`config.mk`:
```
export PLATFORM = sky130hd
export DESIGN_NAME = gnn_mac_sched_flat
export DESIGN_NICKNAME = d
export VERILOG_FILES = /design/src/rtl/gnn_mac_sched_if.sv /design/src/rtl/gnn_mac_sched.sv /design/src/flat_wrapper.sv
export SDC_FILE = /design/constraint.sdc
export NUM_CORES = 1
export LEC_CHECK = 0
export CAP_MARGIN = 20
export CORE_ASPECT_RATIO = 1.1
export CORE_MARGIN = 2
export CORE_UTILIZATION = 50
export DETAILED_ROUTE_END_ITERATION = 10
export DONT_BUFFER_PORTS = 1
export PLACE_DENSITY = 0.75
export SLEW_MARGIN = 10
export SYNTH_ARGS = -nofsm -noshare
export SYNTH_HDL_FRONTEND = slang
export SYNTH_SLANG_ARGS = --single-unit
```
`constraint.sdc`:
```
create_clock -name clk -period 3.6 [get_ports clk]
set_clock_uncertainty 0.15 [all_clocks]
set_input_delay 0.54 -clock clk [delete_from_list [all_inputs] [get_ports clk]]
set_output_delay 0.54 -clock clk [all_outputs]
set_load 0.005 [all_outputs]
```
`src/rtl/gnn_mac_sched_if.sv`:
```
// Requester-side and MAC-side bus of the shared MAC scheduler.
interface gnn_mac_sched_if #(
  parameter int unsigned IN_SIZE = 5,
  parameter int unsigned NUM_REQ = 4
);
  logic [NUM_REQ-1:0]           req;
  logic [NUM_REQ*4*IN_SIZE-1:0] x_in;
  logic [NUM_REQ-1:0]           grant;
  logic [NUM_REQ-1:0]           done;
  logic [4*IN_SIZE-1:0]         mac_x;
  logic                         mac_in_ready;
  logic                         mac_out_ready;

  modport master (output req, x_in, mac_out_ready, input grant, done, mac_x, mac_in_ready);
  modport slave  (input req, x_in, mac_out_ready, output grant, done, mac_x, mac_in_ready);
endinterface

```
`src/rtl/gnn_mac_sched.sv`:
```
// Round-robin scheduler sharing one 4-input MAC node between NUM_REQ requesters,
// tracking each job through the MAC latency and draining on flush.
module gnn_mac_sched #(
  parameter int unsigned IN_SIZE      = 5,
  parameter int unsigned NUM_REQ      = 4,
  parameter int unsigned LAT          = 3,
  parameter int unsigned MAX_INFLIGHT = 3
) (
  input  logic            clk,
  input  logic            rst_n,
  gnn_mac_sched_if.slave  bus,
  input  logic            flush,
  output logic            flush_done,
  output logic            busy,
  output logic            err
);
  localparam int unsigned XW = 4 * IN_SIZE;
  localparam int unsigned PW = (NUM_REQ > 1) ? $clog2(NUM_REQ) : 1;
  localparam int unsigned CW = $clog2(MAX_INFLIGHT + 1);

  typedef struct packed {
    logic          valid;
    logic [PW-1:0] id;
  } tag_t;

  typedef enum logic [1:0] {S_IDLE, S_RUN, S_DRAIN} state_t;

  state_t             state_q, state_d;
  logic [PW-1:0]      ptr_q, ptr_d, issue_id_q, issue_id_d, win;
  logic [NUM_REQ-1:0] grant_q, grant_d, done_q, done_d, eligible;
  logic [XW-1:0]      mac_x_q, mac_x_d, win_x;
  logic               mac_in_ready_q, mac_in_ready_d;
  logic               flush_done_q, flush_done_d;
  logic               busy_q, busy_d;
  logic               err_q, err_d;
  logic [CW-1:0]      inflight_q, inflight_d;
  tag_t               tag_q [LAT];
  tag_t               tag_d [LAT];
  logic               found, issue, retire, pipe_busy, drain_ok;

  // Winner search starting at ptr; the last grant is masked to avoid double issue.
  always_comb begin
    eligible = bus.req & ~grant_q;
    found    = 1'b0;
    win      = '0;
    win_x    = '0;
    for (int unsigned i = 0; i < NUM_REQ; i++) begin
      if (!found && eligible[PW'((32'(ptr_q) + i) % NUM_REQ)]) begin
        found = 1'b1;
        win   = PW'((32'(ptr_q) + i) % NUM_REQ);
      end
    end
    for (int unsigned r = 0; r < NUM_REQ; r++) begin
      if (PW'(r) == win) win_x = bus.x_in[r*XW +: XW];
    end
  end

  always_comb begin
    retire    = tag_q[LAT-1].valid;
    pipe_busy = mac_in_ready_q;
    for (int unsigned i = 0; i < LAT; i++) begin
      pipe_busy = pipe_busy | tag_q[i].valid;
    end
    drain_ok = (inflight_q == '0) && !pipe_busy;
    issue    = (state_q == S_RUN) && !flush && (inflight_q < CW'(MAX_INFLIGHT)) && found;
  end

  // State register
  always_ff @(posedge clk or negedge rst_n) begin
    if (!rst_n) state_q <= S_IDLE;
    else        state_q <= state_d;
  end

  // Next-state logic
  always_comb begin
    state_d = state_q;
    case (state_q)
      S_IDLE: begin
        if (|bus.req)  state_d = S_RUN;
        else if (flush) state_d = S_DRAIN;
      end
      S_RUN: begin
        if (flush)                                   state_d = S_DRAIN;
        else if ((inflight_q == '0) && !(|bus.req))  state_d = S_IDLE;
      end
      S_DRAIN: begin
        if (drain_ok) state_d = S_IDLE;
      end
      default: state_d = S_IDLE;
    endcase
  end

  // Output and datapath next values
  always_comb begin
    grant_d        = '0;
    mac_in_ready_d = 1'b0;
    mac_x_d        = mac_x_q;
    ptr_d          = ptr_q;
    issue_id_d     = issue_id_q;
    if (issue) begin
      grant_d        = NUM_REQ'(1) << win;
      mac_in_ready_d = 1'b1;
      mac_x_d        = win_x;
      ptr_d          = (win == PW'(NUM_REQ - 1)) ? '0 : win + PW'(1);
      issue_id_d     = win;
    end

    tag_d[0].valid = mac_in_ready_q;
    tag_d[0].id    = issue_id_q;
    for (int unsigned i = 1; i < LAT; i++) begin
      tag_d[i] = tag_q[i-1];
    end

    // A valid tail always retires; only a matched out_ready yields done.
    done_d = (retire && bus.mac_out_ready) ? (NUM_REQ'(1) << tag_q[LAT-1].id) : '0;
    err_d  = err_q | (retire ^ bus.mac_out_ready);

    case ({issue, retire})
      2'b10:   inflight_d = inflight_q + CW'(1);
      2'b01:   inflight_d = (inflight_q != '0) ? inflight_q - CW'(1) : inflight_q;
      default: inflight_d = inflight_q;
    endcase

    flush_done_d = (state_q == S_DRAIN) && drain_ok;
    busy_d       = (state_d != S_IDLE);
  end

  always_ff @(posedge clk or negedge rst_n) begin
    if (!rst_n) begin
      grant_q        <= '0;
      mac_in_ready_q <= 1'b0;
      mac_x_q        <= '0;
      ptr_q          <= '0;
      issue_id_q     <= '0;
      done_q         <= '0;
      err_q          <= 1'b0;
      inflight_q     <= '0;
      flush_done_q   <= 1'b0;
      busy_q         <= 1'b0;
      for (int unsigned i = 0; i < LAT; i++) tag_q[i] <= '0;
    end else begin
      grant_q        <= grant_d;
      mac_in_ready_q <= mac_in_ready_d;
      mac_x_q        <= mac_x_d;
      ptr_q          <= ptr_d;
      issue_id_q     <= issue_id_d;
      done_q         <= done_d;
      err_q          <= err_d;
      inflight_q     <= inflight_d;
      flush_done_q   <= flush_done_d;
      busy_q         <= busy_d;
      for (int unsigned i = 0; i < LAT; i++) tag_q[i] <= tag_d[i];
    end
  end

  assign bus.grant        = grant_q;
  assign bus.mac_in_ready = mac_in_ready_q;
  assign bus.mac_x        = mac_x_q;
  assign bus.done         = done_q;
  assign flush_done       = flush_done_q;
  assign busy             = busy_q;
  assign err              = err_q;
endmodule
```
`src/flat_wrapper.sv`:
```
// flat-port wrapper written by rule: the top's interface ports become plain ports
module gnn_mac_sched_flat 
#(
  parameter int unsigned IN_SIZE      = 5,
  parameter int unsigned NUM_REQ      = 4,
  parameter int unsigned LAT          = 3,
  parameter int unsigned MAX_INFLIGHT = 3
)
  (clk, rst_n, flush, flush_done, busy, err, bus_req, bus_x_in, bus_mac_out_ready, bus_grant, bus_done, bus_mac_x, bus_mac_in_ready);
  gnn_mac_sched_if #(.IN_SIZE(IN_SIZE), .NUM_REQ(NUM_REQ)) bus_i ();
  input  logic clk;
  input  logic rst_n;
  input  logic flush;
  output logic flush_done;
  output logic busy;
  output logic err;
  input wire logic [$bits(bus_i.req)-1:0] bus_req;
  input wire logic [$bits(bus_i.x_in)-1:0] bus_x_in;
  input wire logic [$bits(bus_i.mac_out_ready)-1:0] bus_mac_out_ready;
  output wire logic [$bits(bus_i.grant)-1:0] bus_grant;
  output wire logic [$bits(bus_i.done)-1:0] bus_done;
  output wire logic [$bits(bus_i.mac_x)-1:0] bus_mac_x;
  output wire logic [$bits(bus_i.mac_in_ready)-1:0] bus_mac_in_ready;
  assign bus_i.req = bus_req;
  assign bus_i.x_in = bus_x_in;
  assign bus_i.mac_out_ready = bus_mac_out_ready;
  assign bus_grant = bus_i.grant;
  assign bus_done = bus_i.done;
  assign bus_mac_x = bus_i.mac_x;
  assign bus_mac_in_ready = bus_i.mac_in_ready;
  gnn_mac_sched #(.IN_SIZE(IN_SIZE), .NUM_REQ(NUM_REQ), .LAT(LAT), .MAX_INFLIGHT(MAX_INFLIGHT)) u_core (.clk(clk), .rst_n(rst_n), .bus(bus_i), .flush(flush), .flush_done(flush_done), .busy(busy), .err(err));
endmodule
```
-- Word level (Yosys, flattened, before mapping)
Index checks and enable logic that the tools add are counted.
- bitwise logic cells: 7
- $add $sub $neg: 6
- equality and inequality tests: 9
- shift operators: 2
- mux-type cells: 32
- order comparisons: 5
- reduce and logical (&&, ||, !) cells: 24
- operators with widths (kind ; number):
    two-way mux 20 bit ; 4
    two-way mux 2 bit ; 11
    less-than comparator 2 x 3 -> 1 bit, second input constant ; 4
    logical AND 1 bit ; 10
    two-way mux 1 bit ; 9
    binary-select mux 1 bit (select 2 bit) ; 4
    two-way mux 4 bit ; 2
    << shifter 1 x 2 -> 4 bit, first input constant ; 2
    adder 2 x 1 -> 2 bit, second input constant ; 3
    == test 2 bit, second input constant ; 3
    logical NOT 1 bit ; 6
    logical NOT 2 bit ; 3
    one-hot mux 2 bit (3 select lines) ; 1
    nonzero test 2 bit ; 3
    adder 2 bit, second input constant ; 2
    bitwise AND 4 bit ; 1
    == test 2 x 1 -> 1 bit, second input constant ; 2
    == test 2 bit, first input constant ; 2
    inverter 4 bit ; 1
    OR 1 bit ; 4
    one-hot mux 2 bit (2 select lines) ; 1
    OR reduction 4 bit ; 1
    == test 1 x 2 -> 1 bit, first input constant ; 1
    less-than comparator 2 bit, second input constant ; 1
    other kinds (4) ; 4
- output and inout bits: 32
- input port bits: 88
- register bits: 49

-- Logic depth before layout (Yosys ltp)
Gate-level depths: netlist (run 1).
- word-level depth: 19
- depth in mapped cells: 10

-- Worst setup path before layout (run 1)
No wires, ideal clock.
- path type: in2reg
- start: input bus_req[2]
- end: register u_core.mac_x_q[10] (netlist: u_core.bus.mac_x[10])
- path buffers: 2
- setup time: 0.064 ns
- arrival time: 2.485 ns
- data required time: 3.386 ns
- stages on the path: 10
- path slack: 0.901 ns
- path through: nor2b_4 or4_4 buf_6 nand2b_1 ha_1 nor2b_1 clkbuf_1 a221oi_1 o31ai_1 mux2_4
- longest elaborated chain between the ends: 18
- elaborated cells on any way between the ends: 32
- classes of those cells: eq/ne (3); mux (20); bitwise (1); reduce/logical (8)
- ends and longest elaborated chain (item ; RTL line ; RTL):
    start: declaration ; flat_wrapper.sv:17 ; input wire logic [$bits(bus_i.req)-1:0] bus_req;
    bitwise AND 4 bit (*) ; gnn_mac_sched.sv:43 ; eligible = bus.req & ~grant_q;
    binary-select mux 1 bit (select 2 bit) ; gnn_mac_sched.sv:48 ; if (!found && eligible[PW'((32'(ptr_q) + i) % NUM_REQ)]) begin
    two-way mux 1 bit (not written as such) ; gnn_mac_sched.sv:48 ;
    two-way mux 1 bit ; gnn_mac_sched.sv:48 ;
    logical NOT 1 bit ; gnn_mac_sched.sv:48 ;
    logical AND 1 bit ; gnn_mac_sched.sv:48 ;
    two-way mux 1 bit ; gnn_mac_sched.sv:48 ;
    logical NOT 1 bit ; gnn_mac_sched.sv:48 ;
    logical AND 1 bit ; gnn_mac_sched.sv:48 ;
    two-way mux 1 bit ; gnn_mac_sched.sv:48 ;
    logical NOT 1 bit ; gnn_mac_sched.sv:48 ;
    logical AND 1 bit ; gnn_mac_sched.sv:48 ;
    two-way mux 2 bit ; gnn_mac_sched.sv:48 ;
    logical NOT 2 bit ; gnn_mac_sched.sv:54 ; if (PW'(r) == win) win_x = bus.x_in[r*XW +: XW];
    two-way mux 20 bit (4 in series) ; gnn_mac_sched.sv:54 ;
    end signal: assignment ; gnn_mac_sched.sv:144 ; mac_x_q <= mac_x_d;
    end: declaration ; gnn_mac_sched.sv:31 ; logic [XW-1:0] mac_x_q, mac_x_d, win_x;
Every way passes the cells marked *; elsewhere a longest branch is shown, timed or not. The select of a mux whose other input is x is not followed.
A chain may end at the register's enable or synchronous reset.

-- Final worst setup path (run 1)
- start: register u_core.grant_q[3] (netlist: u_core.bus.grant[3])
- end: register u_core.mac_x_q[1] (netlist: u_core.bus.mac_x[1])
- longest elaborated chain between the ends: 19
- elaborated cells on any way between the ends: 33
- classes of those cells: eq/ne (3); mux (20); bitwise (2); reduce/logical (8)
- ends and longest elaborated chain (item ; RTL line ; RTL):
    start: declaration ; gnn_mac_sched.sv:30 ; logic [NUM_REQ-1:0] grant_q, grant_d, done_q, done_d, eligible;
    start signal: assignment ; gnn_mac_sched.sv:142 ; grant_q <= grant_d;
    inverter 4 bit (*) ; gnn_mac_sched.sv:43 ;
    bitwise AND 4 bit (*) ; gnn_mac_sched.sv:43 ;
    binary-select mux 1 bit (select 2 bit) ; gnn_mac_sched.sv:48 ;
    two-way mux 1 bit (not written as such) ; gnn_mac_sched.sv:48 ;
    two-way mux 1 bit ; gnn_mac_sched.sv:48 ;
    logical NOT 1 bit ; gnn_mac_sched.sv:48 ;
    logical AND 1 bit ; gnn_mac_sched.sv:48 ;
    two-way mux 1 bit ; gnn_mac_sched.sv:48 ;
    [... 2 more ...] ; -- ;
    two-way mux 1 bit ; gnn_mac_sched.sv:48 ;
    logical NOT 1 bit ; gnn_mac_sched.sv:48 ;
    logical AND 1 bit ; gnn_mac_sched.sv:48 ;
    two-way mux 2 bit (*) ; gnn_mac_sched.sv:48 ;
    via u_core.win[0] ; gnn_mac_sched.sv:29 ; logic [PW-1:0] ptr_q, ptr_d, issue_id_q, issue_id_d, win;
    logical NOT 2 bit ; gnn_mac_sched.sv:54 ;
    two-way mux 20 bit (3 in series) ; gnn_mac_sched.sv:54 ;
    two-way mux 20 bit (*) ; gnn_mac_sched.sv:54 ;
The timed path passes the listed nets; every way through them passes the cells marked *. The select of a mux whose other input is x is not followed.

==> key figures, run 1 <==
Final layout
  – Finished Core Util: 55.3%
  – Filler cells: between 400 and 500
  – Layout cells sized above 1: 18.6%
  – Final layout net count: 323
  – Post-Layout Inst Area: 2780 µm²
  – Layout area overhead: 5.91%
  – Antenna cells: 0

Timing
  – TNS Setup: 0 ns
  – Final Max Slew Viols: 0
  – Hold Vio Cnt, Final: 0
  – Max Fclk: ~350 MHz
  – Min setup slack post-route: roughly 0.75 ns
  – Setup Viol. Count Final: 0
  – Final period utilization: 79.1%
  – RSZ-0062 raised after global routing: false
  – Worst Max-Slew Pin Slew: around 0.44 ns
  – Max-slew headroom: 70.6%
  – Final min period: 2.85 ns

Floorplan
  – Die Wd: 73.1 µm
  – Initial Util: 52.2%
  – Core ar.: 5030 µm²
  – FP Rows: 27
  – Die height: 80.0 µm
  – # IOs: 120
  – Die footprint: 5850 µm²

Clocking
  – CTS tree: yes
  – Inserted Clock Buffers: 5
  – Setup Buffers After CTS: 0
  – Clock Sink Count: 49
  – CTS Root Cell: clkbuf_8
  – Clock tree buffer depth: 2
  – H-tree levels: 2
  – Insertion delay to the later sink of the worst-skew pair: 0.30 ns
  – Worst-path clk slew: 0.09 ns

Power
  – Worst vdd ir: between 0.3 and 0.4 mV
  – Pwr dens: around 880 nW/µm²
  – Lkg Pwr: 1.19 nW

Logic synthesis
  – Synth area leaders: dfrtp_1, mux2_4, a221oi_1
  – Netlist Area Pre-Place: about 2600 µm²
  – Top-count cell post-synth: dfrtp_1
  – Most used flip-flop cell after synthesis: dfrtp_1
  – Netlist cell types: 39
  – Register area share after synthesis: 46.7%
  – Top cell type's share of synthesized area: 46.7%
  – Number of synthesized flops with an enable pin: 0
  – Synth area leader: dfrtp_1
  – Post-synth ARST share: 100%
  – Post-synth top cells: dfrtp_1, nor2b_1, nand2_1
  – Yosys warns: 0
  – Synth Instances: roughly 230
  – #FFs+latches synth: a little under 50
  – Synthesized area per cell: ~11 µm²
  – Mapped Nets: around 330

Flow run
  – Max Cap Violations: 0

Placement
  – DP Area: 2650 µm²
  – Detail Placement HPWL: 3890 µm
  – Port bufs: 0
  – Routability congestion estimate: 0.743
  – Dpl ws: about 0.65 ns

Critical path
  – R2r setup slk: 0.75 ns
  – Critical Path AT: 2.89 ns
  – Critical Path End Type: flip-flop
  – Slowest cell delay on critical path: 0.43 ns
  – Worst path bufs/invs: 1
  – Critical path cell sequence: or2b_1, a22oi_1, o211ai_1, nor2_1, ha_1, nor2b_1, buf_4, a221oi_1, o31ai_1, mux2_2
  – Crit Path Max Fanout: 20
  – Critical Path RT: 3.64 ns
  – Slowest stage cell on the critical path: dfrtp_1
  – CP Launch Type: flip-flop
  – CP top delay family: compound AO/OA/AOI/OAI gates
  – Worst setup path class: flip-flop to flip-flop

Global route
  – Pin count of the biggest net entering global routing: 50
  – Vias in the first global route: approximately 1800
  – Total gr overflow: 0
  – Initial antenna violation count: 0
  – Global-route wire length before repair: 8600 µm
  – GRT Total Usage: 18.9%

Route
  – Via count: roughly 1800
  – DRC violation total after the first TritonRoute iteration: 83
  – Routed WL: 5280 µm
  – Via density: 6.25
  – Detailed-router iteration count before antenna repair: 4
  – DRC Markers: 0
  – Wire per inst: ~18 µm
  – Post-DRT Antenna Nets: 0

Min path
  – Hold Crit Class: flip-flop to flip-flop

Status
  – Status: finished clean
routing by layer:
metal	up-vias	wire length, µm	GRT usage (%)
met4	0	63	5.74
met2	76	2690	33.5
met5	-	0	0
met3	6	416	5.81
li1	852	-	-
met1	872	2110	21.5
stage by stage:
step,hold slack [ns],cells,total power [mW]
2_1_floorplan,0.0944,233,1.92
3_3_place_gp,0.0961,279,2.11
3_5_place_dp,0.0960,279,2.15
4_1_cts,0.206,289,2.50
5_1_grt,0.204,289,2.67
6_report,0.204,289,2.46
worst register-to-register path, cell delays in order (launching register included):
cell and delay [ns]:
dfrtp_1 0.43, or2b_1 0.27, a22oi_1 0.14, o211ai_1 0.15, nor2_1 0.20, ha_1 0.34, nor2b_1 0.09, buf_4 0.22
a221oi_1 0.36, o31ai_1 0.12, mux2_2 0.26
repair_timing:
action / in CTS / in global routing
endpoints found under the hold margin: 49 / 0
hold buffers: 2 / 0
gates resized for setup: 0 / 0
flip-flops by register name, indices dropped and copies added, names as in the netlist:
name,count
u_core.busy,1
u_core.ptr_q,2
u_core.tag_q,2
u_core.bus.mac_in_ready,1
u_core.bus.mac_x,20
u_core.state_q,2
u_core.tag_d,6
u_core.inflight_q,2
u_core.retire,1
u_core.bus.done,4
u_core.issue_id_q,2
u_core.bus.grant,4
u_core.err,1
u_core.flush_done,1
power by group:
part | leakage, nW | switching [mW] | internal, mW
clock network | 0.0445 | 0.184 | 0.138
logic | 0.533 | 0.553 | 0.631
registers | 0.616 | 0.188 | 0.767
total | 1.19 | 0.925 | 1.54
final cells by class:
type	instances	area (µm²)	area share, %
Clock inverter	3	21.3	0.765
Inverter	6	27.5	0.990
Timing Repair Buffer	6	92.6	3.33
Sequential cell	49	1230	44.1
Multi-Input combinational cell	162	1270	45.7
Clock buffer	5	68.8	2.47
Tap cell	58	72.6	2.61
placed cells by master, fill, tap and decap left out, types with 2 or more instances in the layout:
cell / instances
o31ai_1: 20
clkbuf_8: 5
buf_12: 2
inv_1: 5
inv_6: 2
dfrtp_1: 49
ha_1: 5
a221oi_1: 21
nor3b_1: 2
buf_4: 2
nor4_1: 3
nand2_1: 23
o21ai_0: 2
and3_1: 5
mux2_2: 6
nor2_1: 8
nor2b_1: 25
mux2_4: 17
nand2b_1: 2
a22oi_1: 2
o211ai_1: 2
a21oi_1: 3
kinds of logic after synthesis:
kind of cell,synth area share (%)
buffers and inverters,4.86
DFF,46.7
adders and majority gates,2.38
AOI/OAI and AO/OA,17.6
muxes,12.7
and+or+nand+nor,15.8
path summary, 6_finish.rpt:
path                                               startpoint                                to  cells after the start
worst max-delay path            u_core.bus.grant[3]$_DFF_PN0_   u_core.bus.mac_x[1]$_DFFE_PN0P_                     10
worst min-delay path                u_core.tag_d[0]$_DFF_PN0_         u_core.tag_q[0]$_DFF_PN0_                      0
worst max register to register  u_core.bus.grant[3]$_DFF_PN0_   u_core.bus.mac_x[1]$_DFFE_PN0P_                     10
worst min register to register      u_core.tag_d[0]$_DFF_PN0_         u_core.tag_q[0]$_DFF_PN0_                      0
max in group asynchronous                               rst_n  u_core.bus.mac_x[17]$_DFFE_PN0P_                      2
min in group asynchronous                               rst_n         u_core.tag_q[1]$_DFF_PN0_                      2
Power figures use the tool's default switching activity.
==> run 2, diff against run 1 <==
==> constraint.sdc (replaced) <==
create_clock -name clk -period 2.98 [get_ports clk]
set_clock_uncertainty 0.15 [all_clocks]
set_input_delay 0.447 -clock clk [delete_from_list [all_inputs] [get_ports clk]]
set_output_delay 0.447 -clock clk [all_outputs]
set_load 0.005 [all_outputs]
==> key figures, run 2 (synthesis gave the netlist of run 1 again) <==
Timing
  – TNS Setup: 0 ns
  – Final min period: 2.73 ns
  – Final period utilization: between 90 and 100%
  – Setup Viol. Count Final: 0
  – RSZ-0062 raised after global routing: false
  – Max Fclk: 367 MHz
  – Hold slack: 0.129 ns
  – Worst Max-Slew Pin Slew: 0.443 ns
  – Hold Vio Cnt, Final: 0
  – Final Max Slew Viols: 0
  – Max-slew headroom: between 70% and 80%
  – Min setup slack post-route: about 0.25 ns

Floorplan
  – Core ar.: ~5000 µm²
  – Die Wd: around 73 µm
  – # IOs: 120
  – Initial Util: a little over half
  – Die footprint: 5850 µm²
  – FP Rows: 27
  – Die height: 80.0 µm

Placement
  – Port bufs: 0
  – DP Area: ~2700 µm²
  – Dpl ws: 0.297 ns
  – Routability congestion estimate: 0.826
  – Detail Placement HPWL: 3690 µm

Route
  – DRC violation total after the first TritonRoute iteration: 118
  – Via density: 6.24
  – Post-DRT Antenna Nets: 0
  – Via count: about 1800
  – Routed WL: 5110 µm
  – Wire per inst: 17.6 µm
  – Detailed-router iteration count before antenna repair: 6
  – DRC Markers: 0

Clocking
  – Clock Sink Count: 49
  – Hold bufs inserted after CTS: 2
  – Insertion delay to the later sink of the worst-skew pair: 0.29 ns
  – Clock tree buffer depth: 2
  – Setup Buffers After CTS: 0
  – Inserted Clock Buffers: 5
  – CTS Root Cell: clkbuf_8
  – CTS tree: yes
  – Worst-path clk slew: 0.09 ns
  – Resize count post-CTS: 0
  – H-tree levels: 2

Final layout
  – Layout cells sized above 1: 18.5%
  – Most frequent cells in the layout: dfrtp_1, nor2b_1, nand2_1
  – Final layout net count: 324
  – Most common cell after layout, fill and taps aside: dfrtp_1
  – Largest register FFs: 20
  – Layout area overhead: 6.10%
  – Antenna cells: 0
  – Post-Layout Inst Area: between 2000 and 3000 µm²

Power
  – Lkg Pwr: 1.19 nW
  – Pwr dens: 1070 nW/µm²
  – Design Power: 2.97 mW
  – Worst vdd ir: 0.424 mV

Flow run
  – Max Cap Violations: 0

Critical path
  – R2r setup slk: 0.25 ns
  – CP Launch Type: flip-flop
  – Worst setup path class: flip-flop to flip-flop
  – R2R depth: 10
  – Worst r2r src: u_core.bus.grant[3]$_DFF_PN0_
  – Reg2reg end: u_core.bus.mac_x[1]$_DFFE_PN0P_
  – Critical Path End Type: flip-flop
  – Crit Path Max Fanout: 20
  – Critical Path AT: 2.76 ns
  – Critical Path RT: between 3 and 4 ns

Global route
  – Total gr overflow: 0
  – Initial antenna violation count: 0
  – GRT Total Usage: 17.6%
  – Pin count of the biggest net entering global routing: 50
  – Global-route wire length before repair: 8000 µm
  – Vias in the first global route: 1720

Min path
  – Hold Path Depth: 1
  – Hold Path End: u_core.state_q[0]$_DFF_PN0_
  – Hold Crit Class: input port to flip-flop
  – Worst hold path startpoint: flush

Status
  – Status: finished clean
==> run 2: cell types whose count changed in the layout (fill, tap and decap cells not counted) <==
cell        delta
buf_4          +1
clkinv_2       -1
clkinvlp_4     +1
clkbuf_1       +1
inv_6          -1
==> run 2: layer usage <==
metal	part of all wire [%]	vias up	global-route usage, %
met4	0.90	0	6.11
met5	0	-	0
met2	50	88	28.9
li1	-	857	-
met3	7.3	6	5.18
met1	42	858	21.9
==> run 2: worst max-delay path by stage <==
| stage | slack [ns] | startpoint | end | cells past startpoint |
|---|---|---|---|---|
| after detailed placement | 0.30 | bus_req[3] | u_core.bus.mac_x[1]$_DFFE_PN0P_ | 10 |
| final | 0.25 | u_core.bus.grant[3]$_DFF_PN0_ | u_core.bus.mac_x[1]$_DFFE_PN0P_ | 10 |
| after global placement | 0.28 | bus_req[3] | u_core.bus.mac_x[1]$_DFFE_PN0P_ | 10 |
| after global routing | 0.02 | u_core.ptr_q[1]$_DFFE_PN0P_ | u_core.bus.mac_x[1]$_DFFE_PN0P_ | 10 |
| after CTS | 0.30 | u_core.bus.grant[3]$_DFF_PN0_ | u_core.bus.mac_x[1]$_DFFE_PN0P_ | 10 |
| after floorplan | 0.37 | bus_req[2] | u_core.bus.mac_x[10]$_DFFE_PN0P_ | 10 |
==> run 2: area by class of cell <==
class | instances | area (µm²)
Sequential cell | 49 | 1230
Inverter | 6 | 27.5
Timing Repair Buffer | 7 | 100
Fill cell | 424 | 2250
Tap cell | 58 | 72.6
Multi-Input combinational cell | 162 | 1270
Clock inverter | 2 | 15.0
Clock buffer | 6 | 72.6
==> run 2: critical path: stages (launching register included) <==
cell,delay [ns]
dfrtp_1,0.42
or2b_1,0.27
a22oi_1,0.16
o211ai_1,0.18
nand2b_1,0.23
ha_1,0.21
nor2b_1,0.16
buf_12,0.16
a221oi_1,0.29
o31ai_1,0.11
mux2_2,0.26
==> run 2: metrics by stage <==
stage	instances	util [%]
6_report	290	55.4
5_1_grt	290	55.4
4_1_cts	290	55.4
3_5_place_dp	280	52.9
3_3_place_gp	280	52.9
2_1_floorplan	233	-
==> run 2: power by group <==
group / total [mW] / internal (mW) / switching (mW)
registers: 1.15 / 0.927 / 0.219
logic: 1.45 / 0.769 / 0.677
clock network: 0.377 / 0.165 / 0.212
total: 2.97 / 1.86 / 1.11
